===== config.mk =====
export PLATFORM = sky130hd
export DESIGN_NAME = regfile_scoreboard
export DESIGN_NICKNAME = d
export VERILOG_FILES = /design/src/rtl/regfile_scoreboard.sv
export SDC_FILE = /design/constraint.sdc
export NUM_CORES = 2
export LEC_CHECK = 0
export BUFFER_PORTS_ARGS = -buffer_cell sky130_fd_sc_hd__buf_2
export CORE_ASPECT_RATIO = 1.5
export CORE_MARGIN = 2
export CORE_UTILIZATION = 63
export CTS_BUF_LIST = sky130_fd_sc_hd__clkbuf_8 sky130_fd_sc_hd__clkbuf_16
export CTS_CLUSTER_DIAMETER = 150
export DETAILED_ROUTE_END_ITERATION = 16
export PLACE_DENSITY = 0.86
export SYNTH_ARGS = -nofsm -noshare
export SYNTH_HDL_FRONTEND = slang
export SYNTH_SLANG_ARGS = --single-unit

===== constraint.sdc =====
create_clock -name clk -period 2 [get_ports clk]
set_input_delay 0.1 -clock clk [delete_from_list [all_inputs] [get_ports clk]]
set_output_delay 0.1 -clock clk [all_outputs]
set_load 0.02 [all_outputs]

===== src/rtl/regfile_scoreboard.sv =====
// Integer register file with hardwired x0, combinational reads and a per-register busy scoreboard.
// Optional write-through forwarding when REGFILE_BYPASS_EN is defined.
module regfile_scoreboard #(
  parameter int unsigned XLEN  = 32,
  parameter int unsigned NREGS = 32,
  parameter int unsigned NREAD = 2,
  localparam int unsigned AW   = $clog2(NREGS)
) (
  input  logic                   clk,
  input  logic                   rst_n,
  input  logic [NREAD*AW-1:0]    ra,
  output logic [NREAD*XLEN-1:0]  rd,
  output logic [NREAD-1:0]       rbusy,
  input  logic                   we,
  input  logic [AW-1:0]          wa,
  input  logic [XLEN-1:0]        wd,
  input  logic                   iss_v,
  input  logic [AW-1:0]          iss_rd,
  output logic [NREGS-1:0]       busy_vec
);

  logic [XLEN-1:0]  regs_q [NREGS];
  logic [XLEN-1:0]  regs_d [NREGS];
  logic [NREGS-1:0] busy_q;
  logic [NREGS-1:0] busy_d;
  logic [AW-1:0]    raddr  [NREAD];
  logic             wr_en;

  assign wr_en = we && (wa != '0);

  // Writeback data update; x0 is forced to zero so it never holds a value.
  always_comb begin
    for (int r = 0; r < int'(NREGS); r++) begin
      regs_d[r] = regs_q[r];
    end
    if (wr_en) begin
      regs_d[wa] = wd;
    end
    regs_d[0] = '0;
  end

  // Scoreboard: set wins over clear since the new producer is still outstanding.
  always_comb begin
    busy_d = '0;
    for (int r = 1; r < int'(NREGS); r++) begin
      busy_d[r] = (iss_v && (iss_rd == AW'(r))) ||
                  (busy_q[r] && !(we && (wa == AW'(r))));
    end
  end

  always_ff @(posedge clk or negedge rst_n) begin
    if (!rst_n) begin
      for (int r = 0; r < int'(NREGS); r++) begin
        regs_q[r] <= '0;
      end
      busy_q <= '0;
    end else begin
      for (int r = 0; r < int'(NREGS); r++) begin
        regs_q[r] <= regs_d[r];
      end
      busy_q <= busy_d;
    end
  end

  always_comb begin
    for (int i = 0; i < int'(NREAD); i++) begin
      raddr[i] = ra[i*AW +: AW];
    end
  end

  // Read ports; forwarding is gated by rst_n so outputs stay zero during reset.
  always_comb begin
    rd    = '0;
    rbusy = '0;
    for (int i = 0; i < int'(NREAD); i++) begin
      rd[i*XLEN +: XLEN] = regs_q[raddr[i]];
      rbusy[i]           = busy_q[raddr[i]];
`ifdef REGFILE_BYPASS_EN
      if (rst_n && wr_en && (raddr[i] == wa)) begin
        rd[i*XLEN +: XLEN] = wd;
        rbusy[i]           = iss_v && (iss_rd == wa);
      end
`endif
    end
  end

  assign busy_vec = busy_q;

endmodule


==> results.yml <==
placement:
  placedInstanceArea_um2: 59700
  hpwl_um: 112000
  gp_congestion: 0.917
  portBuffers: 152
global_routing:
  grt-ovfl-total: 0
  antenna_found_initial: 12
  grt_max_degree: 82
  grt_util_all_layers: 0.425
  grt_pass1_wl_um: 280000
  grt_pass1_vias: 43343
clock_tree:
  cts_tree: "built"
  cts_made_buffers: 94
  cts_max_level: 3
  cts_root_buf: "clkbuf_16"
  clk_latency_ns: 0.70
  cts_buffer_depth: 3
  cts.clk_slew.worst_paths_ns: 0.07
  cts_sinks: 1023
job:
  drv_cap: 0
floorplan:
  die_w_um: 245
  die_area_um2: 89800
  rows: 132
  dieHeight_um: 366
  io_pins: 154
  core_area_um2: 86400
  start_util: 0.637
timing:
  layout_setup_ws_ns: -0.753
  rsz0062_at_grt: "true"
  slew_viol_final: 0
  holdWs_ns: 0.0301
  relSlewSlack: 0.409
  timing.fmax_mhz: 363
  finalSetupViolations: 66
  finClkSkew_ns: 0
  hold_viol: 0
  period_share: 1.38
  fin_crit_ns: 2.75
  tightest_slew_ns: 0.886
synth:
  synthArstFlopShare: 1.00
  synth_area_leader_cell: "dfrtp_1"
  ys_seq_area_frac: 0.465
  synth-edff-count: 0
  syn_area_um2: 55000
  synth.area.top_cells: "dfrtp_1 47%, mux2_2 21%, mux4_2 16%"
  ys_ff_latch: 1023
  ys_warn_count: 0
  yosysTopAreaCellShare: 0.465
  yosysUniqueCellTypes: 36
  ys.flop_type: "dfrtp_1"
  synth_fp_nets: 3832
  syn-instance-count: 3776
  synth_area_per_cell_um2: 14.6
setup_path:
  worst_setup_path_end_kind: "output pin"
  ff2ff_setup_slack_ns: 0.60
  cp-start-kind: "flop"
  rr_endpoint: "busy_vec[28]"
  crit_arrival_ns: 2.65
  crit_type: "flop to output pin"
  crit_fanout: 2
  required_ns: 1.90
  r2r-start: "busy_vec[28]"
  reg2reg_depth: 4
cells_and_area:
  drive_above_1_share: 0.557
  synthToLayoutAreaGrowth_pct: 17.3
  fin_area_um2: 64500
  nets: 4072
outcome:
  violations: "negative setup slack"
  outcome: "finished with violations"
min_path:
  min_path_cells: 2
  min_from: "wd[26]"
  min_to: "regs_q[730]"
  hold_class: "primary input to flop"
power_and_ir_drop:
  irDropWorstVdd_mv: 0.915
  leakage_nw: 28.4
  power_per_cell_area_nw_per_um2: 988
route:
  num_vias: 41278
  drt_wl_total_um: 191000
  postRouteAntennaNets: 0
  drtIter0Drc: 5536
  via_per_inst: 7.89
  drc_errors: 0
  routedWlPerCell_um: 36.5
  firstDrtPassIters: 6
-- worst max-delay path by stage --
stage | start | end | slack [ns]
5_1_grt | regs_q[4] | rd[4] | -0.74
3_3_place_gp | ra[5] | rd[35] | -0.53
4_1_cts | regs_q[4] | rd[4] | -0.63
2_1_floorplan | ra[2] | rd[10] | 0.21
6_report | regs_q[4] | rd[4] | -0.75
3_5_place_dp | ra[5] | rd[35] | -0.53
-- what timing repair did --
action,in CTS,in global routing
endpoints found under the setup margin,66,66
endpoints found under the hold margin,1025,0
gates resized for setup,209,51
hold buffers,15,0
pin swaps,118,63
buffers inserted,39,18
-- power by group --
group          switching, mW  internal (mW)  total [mW]  leakage [nW]
clock network           8.36           10.9        19.3          1.68
registers               3.69           24.8        28.5          13.1
logic                   7.11           8.91        16.0          13.7
total                   19.2           44.6        63.8          28.4
-- area by class of cell --
class,count,area [um2]
antenna,3,7.51
inverter,2,8.76
fill,4479,21800
clock inverter,62,619
multi-input combinational,2339,28400
timing repair buffer,556,5810
sequential,1023,25600
clock buffer,111,2630
tap,1139,1430
-- logic make-up (layout without fill, tap and decap cells) --
kind of cell / count (synthesis) / after routing / share of synthesized area
compound gates: 509 / 509 / 0.0686
flops: 1023 / 1023 / 0.465
other cells: 1 / 4 / 0.0000681
mux: 1619 / 1619 / 0.409
buf+inv: 414 / 731 / 0.0374
simple gates: 210 / 210 / 0.0202
-- sequential cells by signal, indices dropped and copies added, names as in the netlist --
register	cells
busy_vec	31
regs_q	992
-- placed cells by master, fill, tap and decap left out, types with 5 or more instances in the layout --
cell type	instances
clkbuf_8	13
o22ai_1	66
nor2_4	18
mux2i_1	162
o21ai_0	28
dfrtp_2	5
bufinv_16	12
and2_1	31
nand2_1	69
clkbuf_16	98
o21ai_4	9
o21ai_1	14
clkinvlp_4	5
o31ai_4	31
dfrtp_1	1018
buf_8	5
a22o_1	207
o21ai_2	43
buf_12	129
buf_4	272
and3_1	33
nor2b_4	6
o31ai_2	20
a211oi_1	62
nand2_2	17
o31ai_1	19
mux2_2	1019
mux2_1	39
mux4_2	396
inv_1	18
dlygate4sd3_1	15
buf_6	46
clkinv_2	25
buf_2	89
-- worst max-delay path, cell delays in order (launching register included) --
cell	delay, ns
dfrtp_1	0.41
buf_6	0.13
mux4_2	0.45
a22o_1	0.26
o21ai_2	0.26
o31ai_4	0.22
buf_6	0.19
-- stage by stage --
step / TNS [ns] / util / setup WS, ns / std cells / power [mW]
global placement: -5.04 / 0.691 / -0.530 / 5006 / 41.4
detailed placement: -6.09 / 0.691 / -0.534 / 5006 / 42.5
global route: -34.48 / 0.747 / -0.744 / 5232 / 65.4
floorplan: 0 / - / 0.207 / 3776 / 37.2
finish: -33.51 / 0.747 / -0.753 / 5235 / 63.8
CTS: -31.18 / 0.743 / -0.634 / 5216 / 62.4
-- synthesized netlist by cell type (4+ instances only) --
| cell type | count |
|---|---|
| nand3b_1 | 4 |
| buf_1 | 40 |
| o21ai_0 | 28 |
| and3_1 | 34 |
| and2_1 | 35 |
| nor2_4 | 4 |
| o22ai_1 | 66 |
| nand2_1 | 86 |
| buf_2 | 84 |
| mux2_1 | 39 |
| a211oi_1 | 66 |
| o21ai_1 | 66 |
| a22o_1 | 209 |
| dfrtp_1 | 1023 |
| o31ai_1 | 70 |
| mux2_2 | 1019 |
| nand2b_1 | 5 |
| mux4_2 | 396 |
| nor2_1 | 16 |
| nor2b_1 | 8 |
| buf_6 | 30 |
| clkbuf_1 | 212 |
| buf_4 | 46 |
| mux2i_1 | 165 |
| a32o_1 | 4 |
-- metal layers --
layer	global-route usage	wire length, um	vias up
met3	0.143	25800	1435
met1	0.505	60300	20844
met4	0.341	18800	16
met5	0	106	-
li1	-	-	15108
met2	0.633	86300	3875
(Power assumes the default switching activity.)
